--- src/rtl/cu_seq_if.sv ---
// Decode-stage bus between the decode slot and the sequenced control unit cu_seq.
// The master drives the decode slot and interrupt inputs; the slave (cu_seq) drives the control word.
interface cu_seq_if #(
  parameter int OPC_W = 4,
  parameter int WS_W  = 2
);
  logic             valid_i;
  logic [OPC_W-1:0] opcode_i;
  logic             irq_i;
  logic             flush_i;
  logic             reg_write_o;
  logic             mem_read_o;
  logic             mem_write_o;
  logic             mem_to_reg_o;
  logic             alu_src_o;
  logic             branch_o;
  logic             out_o;
  logic             in_o;
  logic             sp_en_o;
  logic             sp_pop_o;
  logic [1:0]       push_sel_o;
  logic [WS_W-1:0]  word_sel_o;
  logic             load_pc_o;
  logic             load_flg_o;
  logic             load_vec_o;
  logic             illegal_o;
  logic             stall_o;

  modport master (
    output valid_i, opcode_i, irq_i, flush_i,
    input  reg_write_o, mem_read_o, mem_write_o, mem_to_reg_o, alu_src_o, branch_o,
           out_o, in_o, sp_en_o, sp_pop_o, push_sel_o, word_sel_o,
           load_pc_o, load_flg_o, load_vec_o, illegal_o, stall_o
  );

  modport slave (
    input  valid_i, opcode_i, irq_i, flush_i,
    output reg_write_o, mem_read_o, mem_write_o, mem_to_reg_o, alu_src_o, branch_o,
           out_o, in_o, sp_en_o, sp_pop_o, push_sel_o, word_sel_o,
           load_pc_o, load_flg_o, load_vec_o, illegal_o, stall_o
  );
endinterface

--- src/rtl/cu_seq.sv ---
// Sequenced decode control unit: registered control word, CALL/RET/RETI/IRQ stack micro-op expansion.
// Define CU_SEQ_FLAGS_EN to add the flags push (interrupt) and flags pop (RETI) phases.
module cu_seq #(
  parameter int OPC_W  = 4,
  parameter int PC_W   = 32,
  parameter int DATA_W = 16
) (
  input  logic   clk,
  input  logic   rst,
  cu_seq_if.slave bus
);
  localparam int NW = PC_W / DATA_W;
  localparam int CW = $clog2(NW) + 1;
  localparam logic [CW-1:0] LAST = CW'(NW - 1);

  // State names the phase issued at the next edge; the first phase of a sequence is issued from IDLE.
  localparam logic [2:0] S_IDLE     = 3'd0;
  localparam logic [2:0] S_PUSH_PC  = 3'd1;
  localparam logic [2:0] S_POP_PC   = 3'd3;
  localparam logic [2:0] S_VEC      = 3'd4;
`ifdef CU_SEQ_FLAGS_EN
  localparam logic [2:0] S_PUSH_FLG = 3'd2;
  localparam logic [2:0] S_AFTER_PC = S_PUSH_FLG;
`else
  localparam logic [2:0] S_AFTER_PC = S_VEC;
`endif

  localparam logic [OPC_W-1:0] OP_NOP  = OPC_W'(4'b0000);
  localparam logic [OPC_W-1:0] OP_SETC = OPC_W'(4'b0001);
  localparam logic [OPC_W-1:0] OP_ALU  = OPC_W'(4'b0010);
  localparam logic [OPC_W-1:0] OP_OUT  = OPC_W'(4'b0011);
  localparam logic [OPC_W-1:0] OP_IN   = OPC_W'(4'b0100);
  localparam logic [OPC_W-1:0] OP_SHL  = OPC_W'(4'b0101);
  localparam logic [OPC_W-1:0] OP_PUSH = OPC_W'(4'b0110);
  localparam logic [OPC_W-1:0] OP_POP  = OPC_W'(4'b0111);
  localparam logic [OPC_W-1:0] OP_JMP  = OPC_W'(4'b1000);
  localparam logic [OPC_W-1:0] OP_CALL = OPC_W'(4'b1001);
  localparam logic [OPC_W-1:0] OP_RET  = OPC_W'(4'b1010);
  localparam logic [OPC_W-1:0] OP_LDD  = OPC_W'(4'b1011);
  localparam logic [OPC_W-1:0] OP_STD  = OPC_W'(4'b1100);
  localparam logic [OPC_W-1:0] OP_RETI = OPC_W'(4'b1110);

  typedef struct packed {
    logic          reg_write;
    logic          mem_read;
    logic          mem_write;
    logic          mem_to_reg;
    logic          alu_src;
    logic          branch;
    logic          out;
    logic          inp;
    logic          sp_en;
    logic          sp_pop;
    logic [1:0]    push_sel;
    logic [CW-1:0] word_sel;
    logic          load_pc;
    logic          load_flg;
    logic          load_vec;
    logic          illegal;
  } ctrl_t;

  ctrl_t         ctrl_d, ctrl_q;
  logic [2:0]    state_d, state_q;
  logic [CW-1:0] cnt_d, cnt_q;
  logic          irq_pend_d, irq_pend_q;
  logic          irq_seq_d, irq_seq_q;
  logic          accept_s, irq_take_s, stall_s;

  function automatic ctrl_t push_w(input logic [CW-1:0] idx, input logic [1:0] sel);
    ctrl_t c;
    c           = '0;
    c.mem_write = 1'b1;
    c.sp_en     = 1'b1;
    c.push_sel  = sel;
    c.word_sel  = idx;
    return c;
  endfunction

  function automatic ctrl_t pop_w(input logic [CW-1:0] idx);
    ctrl_t c;
    c          = '0;
    c.mem_read = 1'b1;
    c.sp_en    = 1'b1;
    c.sp_pop   = 1'b1;
    c.word_sel = idx;
    return c;
  endfunction

  function automatic ctrl_t decode(input logic [OPC_W-1:0] op);
    ctrl_t c;
    c = '0;
    case (op)
      OP_NOP, OP_SETC, OP_CALL, OP_RET, OP_RETI: c = '0;
      OP_ALU:  c.reg_write = 1'b1;
      OP_OUT:  c.out = 1'b1;
      OP_IN:   begin c.inp = 1'b1; c.reg_write = 1'b1; end
      OP_SHL:  begin c.alu_src = 1'b1; c.reg_write = 1'b1; end
      OP_PUSH: begin c.mem_write = 1'b1; c.sp_en = 1'b1; end
      OP_POP:  begin
        c.mem_read = 1'b1; c.mem_to_reg = 1'b1; c.reg_write = 1'b1;
        c.sp_en = 1'b1; c.sp_pop = 1'b1;
      end
      OP_JMP:  c.branch = 1'b1;
      OP_LDD:  begin c.mem_read = 1'b1; c.mem_to_reg = 1'b1; c.reg_write = 1'b1; end
      OP_STD:  c.mem_write = 1'b1;
      default: c.illegal = 1'b1;
    endcase
    return c;
  endfunction

  assign accept_s   = bus.valid_i & ~bus.flush_i;
  assign irq_take_s = (state_q == S_IDLE) & (bus.irq_i | irq_pend_q);

  // Next-state, next control word and interrupt bookkeeping.
  always_comb begin
    ctrl_d     = '0;
    state_d    = state_q;
    cnt_d      = cnt_q;
    irq_seq_d  = irq_seq_q;
    irq_pend_d = irq_pend_q;
    stall_s    = 1'b1;
    case (state_q)
      S_IDLE: begin
        stall_s = 1'b0;
        if (irq_take_s) begin
          stall_s    = 1'b1;
          irq_pend_d = 1'b0;
          irq_seq_d  = 1'b1;
          ctrl_d     = push_w(LAST, 2'd1);
          if (NW == 1) begin
            state_d = S_AFTER_PC;
          end else begin
            state_d = S_PUSH_PC;
            cnt_d   = CW'(1);
          end
        end else if (accept_s) begin
          case (bus.opcode_i)
            OP_CALL: begin
              stall_s   = 1'b1;
              irq_seq_d = 1'b0;
              ctrl_d    = push_w(LAST, 2'd1);
              if (NW == 1) begin
                ctrl_d.branch = 1'b1;
              end else begin
                state_d = S_PUSH_PC;
                cnt_d   = CW'(1);
              end
            end
`ifdef CU_SEQ_FLAGS_EN
            OP_RETI: begin
              stall_s         = 1'b1;
              ctrl_d          = pop_w('0);
              ctrl_d.load_flg = 1'b1;
              state_d         = S_POP_PC;
              cnt_d           = '0;
            end
            OP_RET: begin
`else
            OP_RET, OP_RETI: begin
`endif
              stall_s = 1'b1;
              ctrl_d  = pop_w('0);
              if (NW == 1) begin
                ctrl_d.load_pc = 1'b1;
              end else begin
                state_d = S_POP_PC;
                cnt_d   = CW'(1);
              end
            end
            default: ctrl_d = decode(bus.opcode_i);
          endcase
        end else begin
          ctrl_d = '0;
        end
      end
      S_PUSH_PC: begin
        ctrl_d = push_w(LAST - cnt_q, 2'd1);
        if (cnt_q == LAST) begin
          cnt_d = '0;
          if (irq_seq_q) begin
            state_d = S_AFTER_PC;
          end else begin
            ctrl_d.branch = 1'b1;
            state_d       = S_IDLE;
          end
        end else begin
          cnt_d = cnt_q + CW'(1);
        end
      end
      S_POP_PC: begin
        ctrl_d = pop_w(cnt_q);
        if (cnt_q == LAST) begin
          ctrl_d.load_pc = 1'b1;
          cnt_d          = '0;
          state_d        = S_IDLE;
        end else begin
          cnt_d = cnt_q + CW'(1);
        end
      end
`ifdef CU_SEQ_FLAGS_EN
      S_PUSH_FLG: begin
        ctrl_d  = push_w('0, 2'd2);
        state_d = S_VEC;
      end
`endif
      S_VEC: begin
        ctrl_d.load_vec = 1'b1;
        irq_seq_d       = 1'b0;
        state_d         = S_IDLE;
      end
      default: begin
        state_d = S_IDLE;
        cnt_d   = '0;
      end
    endcase
    // A request arriving mid-sequence waits for IDLE; sequences never nest.
    if (state_q != S_IDLE) begin
      irq_pend_d = irq_pend_q | bus.irq_i;
    end else begin
      irq_pend_d = irq_pend_d;
    end
  end

  // State and registered control word.
  always_ff @(posedge clk) begin
    if (rst) begin
      state_q    <= S_IDLE;
      cnt_q      <= '0;
      irq_pend_q <= 1'b0;
      irq_seq_q  <= 1'b0;
      ctrl_q     <= '0;
    end else begin
      state_q    <= state_d;
      cnt_q      <= cnt_d;
      irq_pend_q <= irq_pend_d;
      irq_seq_q  <= irq_seq_d;
      ctrl_q     <= ctrl_d;
    end
  end

  assign bus.reg_write_o  = ctrl_q.reg_write;
  assign bus.mem_read_o   = ctrl_q.mem_read;
  assign bus.mem_write_o  = ctrl_q.mem_write;
  assign bus.mem_to_reg_o = ctrl_q.mem_to_reg;
  assign bus.alu_src_o    = ctrl_q.alu_src;
  assign bus.branch_o     = ctrl_q.branch;
  assign bus.out_o        = ctrl_q.out;
  assign bus.in_o         = ctrl_q.inp;
  assign bus.sp_en_o      = ctrl_q.sp_en;
  assign bus.sp_pop_o     = ctrl_q.sp_pop;
  assign bus.push_sel_o   = ctrl_q.push_sel;
  assign bus.word_sel_o   = ctrl_q.word_sel;
  assign bus.load_pc_o    = ctrl_q.load_pc;
  assign bus.load_flg_o   = ctrl_q.load_flg;
  assign bus.load_vec_o   = ctrl_q.load_vec;
  assign bus.illegal_o    = ctrl_q.illegal;
  assign bus.stall_o      = stall_s & ~rst;
endmodule

--- src/flat_wrapper.sv ---
// flat-port wrapper written by rule: the top's interface ports become plain ports
module cu_seq_flat 
#(
  parameter int OPC_W  = 4,
  parameter int PC_W   = 32,
  parameter int DATA_W = 16
)
  (clk, rst, bus_valid_i, bus_opcode_i, bus_irq_i, bus_flush_i, bus_reg_write_o, bus_mem_read_o, bus_mem_write_o, bus_mem_to_reg_o, bus_alu_src_o, bus_branch_o, bus_out_o, bus_in_o, bus_sp_en_o, bus_sp_pop_o, bus_push_sel_o, bus_word_sel_o, bus_load_pc_o, bus_load_flg_o, bus_load_vec_o, bus_illegal_o, bus_stall_o);
  cu_seq_if #(.OPC_W(OPC_W), .WS_W(2)) bus_i ();
  input  logic clk;
  input  logic rst;
  input wire logic [$bits(bus_i.valid_i)-1:0] bus_valid_i;
  input wire logic [$bits(bus_i.opcode_i)-1:0] bus_opcode_i;
  input wire logic [$bits(bus_i.irq_i)-1:0] bus_irq_i;
  input wire logic [$bits(bus_i.flush_i)-1:0] bus_flush_i;
  output wire logic [$bits(bus_i.reg_write_o)-1:0] bus_reg_write_o;
  output wire logic [$bits(bus_i.mem_read_o)-1:0] bus_mem_read_o;
  output wire logic [$bits(bus_i.mem_write_o)-1:0] bus_mem_write_o;
  output wire logic [$bits(bus_i.mem_to_reg_o)-1:0] bus_mem_to_reg_o;
  output wire logic [$bits(bus_i.alu_src_o)-1:0] bus_alu_src_o;
  output wire logic [$bits(bus_i.branch_o)-1:0] bus_branch_o;
  output wire logic [$bits(bus_i.out_o)-1:0] bus_out_o;
  output wire logic [$bits(bus_i.in_o)-1:0] bus_in_o;
  output wire logic [$bits(bus_i.sp_en_o)-1:0] bus_sp_en_o;
  output wire logic [$bits(bus_i.sp_pop_o)-1:0] bus_sp_pop_o;
  output wire logic [$bits(bus_i.push_sel_o)-1:0] bus_push_sel_o;
  output wire logic [$bits(bus_i.word_sel_o)-1:0] bus_word_sel_o;
  output wire logic [$bits(bus_i.load_pc_o)-1:0] bus_load_pc_o;
  output wire logic [$bits(bus_i.load_flg_o)-1:0] bus_load_flg_o;
  output wire logic [$bits(bus_i.load_vec_o)-1:0] bus_load_vec_o;
  output wire logic [$bits(bus_i.illegal_o)-1:0] bus_illegal_o;
  output wire logic [$bits(bus_i.stall_o)-1:0] bus_stall_o;
  assign bus_i.valid_i = bus_valid_i;
  assign bus_i.opcode_i = bus_opcode_i;
  assign bus_i.irq_i = bus_irq_i;
  assign bus_i.flush_i = bus_flush_i;
  assign bus_reg_write_o = bus_i.reg_write_o;
  assign bus_mem_read_o = bus_i.mem_read_o;
  assign bus_mem_write_o = bus_i.mem_write_o;
  assign bus_mem_to_reg_o = bus_i.mem_to_reg_o;
  assign bus_alu_src_o = bus_i.alu_src_o;
  assign bus_branch_o = bus_i.branch_o;
  assign bus_out_o = bus_i.out_o;
  assign bus_in_o = bus_i.in_o;
  assign bus_sp_en_o = bus_i.sp_en_o;
  assign bus_sp_pop_o = bus_i.sp_pop_o;
  assign bus_push_sel_o = bus_i.push_sel_o;
  assign bus_word_sel_o = bus_i.word_sel_o;
  assign bus_load_pc_o = bus_i.load_pc_o;
  assign bus_load_flg_o = bus_i.load_flg_o;
  assign bus_load_vec_o = bus_i.load_vec_o;
  assign bus_illegal_o = bus_i.illegal_o;
  assign bus_stall_o = bus_i.stall_o;
  cu_seq #(.OPC_W(OPC_W), .PC_W(PC_W), .DATA_W(DATA_W)) u_core (.clk(clk), .rst(rst), .bus(bus_i));
endmodule
--- config.mk ---
export PLATFORM = sky130hd
export DESIGN_NAME = cu_seq_flat
export DESIGN_NICKNAME = d
export VERILOG_FILES = /design/src/rtl/cu_seq_if.sv /design/src/rtl/cu_seq.sv /design/src/flat_wrapper.sv
export SDC_FILE = /design/constraint.sdc
export NUM_CORES = 1
export LEC_CHECK = 0
export CAP_MARGIN = 20
export CORE_AREA = 2 2 67 63
export CTS_BUF_LIST = sky130_fd_sc_hd__clkbuf_4
export CTS_CLUSTER_SIZE = 25
export DETAILED_ROUTE_END_ITERATION = 10
export DIE_AREA = 0 0 69 65
export GPL_TIMING_DRIVEN = 0
export HOLD_SLACK_MARGIN = 0.03
export PLACE_DENSITY = 0.47
export SYNTH_ARGS = -nofsm -noshare
export SYNTH_HDL_FRONTEND = slang
export SYNTH_SLANG_ARGS = --single-unit
--- constraint.sdc ---
create_clock -name clk -period 1.98 [get_ports clk]
set_input_delay 0.198 -clock clk [delete_from_list [all_inputs] [get_ports clk]]
set_output_delay 0.198 -clock clk [all_outputs]
set_load 0.05 [all_outputs]
## Yosys cells after proc, flatten, opt, wreduce, memory -nomap -nowiden

Cells that the tools add are included.

- Bits in registers: 25
- Input bits: 9
- Output and inout bits: 19
- Logic and storage cells: 114

- $add $sub $neg: 2
- Eq/ne operators: 23
- Multiplexer cells: 41
- Bitwise operators: 9
- Reduce and logical (&&, ||, !) cells: 19

Operators with widths:

| kind | number |
|---|---|
| $pmux W16 S3 | 1 |
| $mux W18 | 2 |
| $pmux W18 S2 | 1 |
| $eq A4 B4 Y1 const B | 6 |
| $mux W1 | 23 |
| $eq A4 B3 Y1 const B | 4 |
| $mux W3 | 5 |
| $reduce_or A14 Y1 | 1 |
| $reduce_or A2 Y1 | 5 |
| $pmux W3 S3 | 1 |
| $eq A4 B2 Y1 const B | 2 |
| $mux W2 | 4 |
| $ne A3 B2 Y1 const B | 2 |
| $pmux W2 S3 | 1 |
| $pmux W3 S2 | 1 |
| $reduce_and A3 Y1 | 2 |
| $reduce_bool A2 Y1 | 3 |
| $not A1 Y1 | 5 |
| $reduce_or A5 Y1 | 1 |
| $eq A4 B1 Y1 const B | 1 |
| $logic_not A4 Y1 | 1 |
| $ne A2 B1 Y1 const B | 2 |
| $ne A4 B3 Y1 const B | 1 |
| $pmux W1 S2 | 2 |
| other kinds (15) | 17 |

## Depth between registers and ports, before layout

- Word-level depth: 7
- Gate-level depth with buffers: 6
- Mapped depth without buffers: 4

## Worst setup path after synthesis

No wires, ideal clock.

- Path kind: in2out
- Start point: input bus_opcode_i[1]
- End point: output bus_stall_o
- Arrival: 1.512 ns
- Data required time: 1.782 ns
- Setup slack: 0.270 ns
- Cell stages on the path: 5
- Buffers on the path: 1
- Cells stage by stage: clkbuf_1 > nand2b_1 > o21ai_0 > a31oi_1 > nor2_1

- Longest elaborated chain between the ends: 7
- Elaborated cells between the ends (all ways): 9
- Those cells by class: eq/ne: 3; mux: 4; bitwise: 1; reduce/logical: 1

RTL lines:

| what | line | source |
|---|---|---|
| start, declared | flat_wrapper.sv:13 | `input wire logic [$bits(bus_i.opcode_i)-1:0] bus_opcode_i;` |
| $eq A4 B4 Y1 | cu_seq.sv:137 | `case (bus.opcode_i)` |
| $reduce_or A3 Y1 (no line) (*) | n/a |  |
| $mux W1 (*) | cu_seq.sv:137 |  |
| $mux W1 (*) | cu_seq.sv:136 | `end else if (accept_s) begin` |
| $mux W1 (*) | cu_seq.sv:125 | `if (irq_take_s) begin` |
| $mux W1 (*) | cu_seq.sv:122 | `case (state_q)` |
| $and A1 B1 Y1 (*) | cu_seq.sv:257 | `assign bus.stall_o = stall_s & ~rst;` |
| end, declared | flat_wrapper.sv:32 | `output wire logic [$bits(bus_i.stall_o)-1:0] bus_stall_o;` |

Mark *: on every way between the ends. The rest lies on a longest branch, timed or not.

## Worst setup path after layout

- Start point: register u_core.state_q[0]
- End point: output bus_stall_o

- Longest elaborated chain between the ends: 5

RTL lines:

| what | line | source |
|---|---|---|
| start, declared | cu_seq.sv:63 | `logic [2:0] state_d, state_q;` |
| start signal, assigned | cu_seq.sv:233 | `state_q <= state_d;` |
| $logic_not A3 Y1 (*) | cu_seq.sv:112, cu_seq.sv:122 |  |
| $and A1 B1 Y1 | cu_seq.sv:112 | `assign irq_take_s = (state_q == S_IDLE) & (bus.irq_i \| irq_pend_q);` |
| $mux W1 | cu_seq.sv:125 |  |
| $mux W1 (*) | cu_seq.sv:122 |  |
| $and A1 B1 Y1 (*) | cu_seq.sv:257 |  |

Marks and branches as above.

==> flow_summary.ini <==
[run_status]
status = complete, no violations

[critical_path]
reg2reg_to = u_core.cnt_q[0]$_SDFFE_PP0P_
r2r_start = u_core.state_q[0]$_SDFFE_PP0P_
cp.arrival_ns = 1.67
crit_path_end_kind = primary output
r2r_slack_ns = 0.21
worstSetupPathType = reg2out
cp_max_fo = 7
reg2reg_depth = 5
start_kind = flip-flop
crit_required_ns = 1.78

[final_layout]
fin_area_um2 = 1390
regMostFlops = u_core.state_q
utilization_pct = 36.0
diodes = 0
n_fill_cell = 401
final_cells = 190
largest_reg_flops = 3
syn2layout_area_growth_pct = 35.9
nNetsFinal = 152
drive_gt1_share_pct = 12.7

[power]
pwr_density_cell_nw_per_um2 = 733
p_leak_nw = 0.514
ir_worst_vdd_mv = 0.219

[worst_hold_path]
hold_path_startpoint = u_core.irq_seq_q$_SDFFE_PP0P_
holdPathEnd = u_core.state_q[2]$_SDFFE_PP0P_
hp-class = reg2reg
hold_depth = 2

[placement]
placed_cell_area_um2 = 1340
post-place-cells = 186
place.port_buffers = 25
hpwl_um = 1720
pre_cts_slack_ns = -0.701
gp_congestion = 0.836

[yosys]
synth_top_area_share_pct = 45.1
ys_ff_latch = 23
synth-edff-count = 0
yosysTopAreaCell = dfxtp_1
synthCells = 112
netlist_top_cells_area = dfxtp_1 (45%), nand2b_1 (4.9%), nand2_1 (3.7%)
synth_warnings = 0
synth-main-ff-cell = dfxtp_1
ys_top_cells_by_count = dfxtp_1 (23), nand2_1 (10), nand2b_1 (8)
synth-seq-area-share_pct = 45.1
ys_async_sr_fraction_pct = 0
synth_most_common_cell = dfxtp_1
yosysUniqueCellTypes = 37
avgSynthCellArea_um2 = 9.12
netlist_area_um2 = 1020

[cts]
cts-buffers-inserted = 3
cts.sinks = 23
insertion_delay_ns = 0.32
hold_buffers = 0
htreeDepth = 1
tritoncts = built
clk_pin_slew_ns = 0.13
cts-root-buf = clkbuf_4
cts_buffer_depth = 2

[routing]
drtAntennaViolNets = 0
via_count = 891
routed_wl_um = 2320
routedWlPerCell_um = 12.2
drc = 0
drtIter0Drc = 36
drtPass1Iterations = 4
viasPerCell = 4.69

[die]
die_w_um = 69
die_h_um = 65
core_region_area_um2 = 3850
dieArea_um2 = 4490
io_pins = 28
rows = 22
initial_core_util_pct = 26.5

[sta]
finalMaxSlewViolations = 0
finalSetupViolCount = 0
relSlewSlack_pct = 62.7
fmax_mhz = 535
finClkSkew_ns = 0.00759
hold_viol_final = 0
tightest_slew_ns = 0.554
layout_setup_ws_ns = 0.112
timing.final.crit_period_ns = 1.87
period_share_pct = 94.3
rsz0062_at_grt = no

[grt]
grt_pass1_vias = 812
grt_pass1_wl_um = 3890
antenna_found_initial = 0
grt-ovfl-total = 0
track_usage_pct = 10.9
grt_max_degree = 14

[run]
drv_cap = 0
[worst max path at each step]
stage                       end                           start  slack (ns)
floorplan           bus_stall_o                 bus_opcode_i[1]        0.27
global placement    bus_stall_o                 bus_opcode_i[1]       -0.72
detailed placement  bus_stall_o                 bus_opcode_i[1]       -0.70
CTS                 bus_stall_o  u_core.state_q[1]$_SDFFE_PP0P_        0.02
global route        bus_stall_o  u_core.state_q[0]$_SDFFE_PP0P_        0.04
finish              bus_stall_o  u_core.state_q[0]$_SDFFE_PP0P_        0.11
[report_power, final]
| group | leakage [nW] | total, mW | internal [mW] | switching, mW |
|---|---|---|---|---|
| registers | 0.188 | 0.507 | 0.489 | 0.0187 |
| logic | 0.309 | 0.281 | 0.111 | 0.171 |
| clock network | 0.0177 | 0.228 | 0.0758 | 0.152 |
[per-layer routing]
metal,wire (µm),GRT usage [%],vias up
li1,-,-,454
met1,1180,15.4,410
met2,1010,15.9,25
met3,101,1.87,2
met4,29,5.15,0
met5,0,0,-
[repair_timing]
item                                    in CTS  in global routing
buffers inserted                             1                  1
gates resized for setup                     10                  4
endpoints found under the setup margin       1                  2
pin swaps                                    0                  2
cloned                                       0                  0
[worst max-delay path: stages (launching register included)]
cell and delay [ns]:
dfxtp_1 0.38, or2_1 0.25, buf_6 0.13, nand3b_4 0.16, a31oi_4 0.19, nor2_2 0.06
buf_6 0.16
[layout make-up]
class	count	area, µm²	area share, %
Sequential cell	23	462	33.3
Clock inverter	1	5.00	0.361
Timing Repair Buffer	27	267	19.2
Buffer	6	38.8	2.80
Tap cell	48	60.1	4.33
Inverter	3	11.3	0.812
Clock buffer	3	22.5	1.62
Multi-Input combinational cell	79	522	37.6
[stage by stage]
| stage | TNS [ns] | hold WS (ns) | total power [mW] |
|---|---|---|---|
| after floorplan | 0 | 0.277 | 0.700 |
| after global placement | -0.941 | 0.442 | 0.780 |
| after detailed placement | -0.733 | 0.440 | 0.780 |
| after CTS | 0 | 0.458 | 1.02 |
| after global routing | 0 | 0.492 | 1.08 |
| final | 0 | 0.459 | 1.02 |
[cells by family (layout without fill, tap and decap cells)]
kind of cell	after synthesis	in the layout	synth area share, %
AO/OA/AOI/OAI	26	26	18.1
XOR/XNOR	3	3	2.57
buffers and inverters	11	40	6.25
flip-flops	23	23	45.1
other	1	2	0.367
AND/OR/NAND/NOR	48	48	27.6
[placed cells by master, fill, tap and decap left out, types with 2 or more instances in the layout]
cell	count
inv_1	3
a21oi_1	6
nor3_1	5
xnor2_1	3
nand2_1	10
or4_1	2
nand2b_1	8
o21ai_0	5
buf_4	4
a211oi_1	2
dfxtp_1	22
clkbuf_1	2
a21boi_0	2
nor2_1	6
nor2b_1	3
nor4_1	2
buf_6	2
conb_1	2
nand3_1	2
clkbuf_4	3
clkdlybuf4s50_1	24
Power figures use the tool's default switching activity.
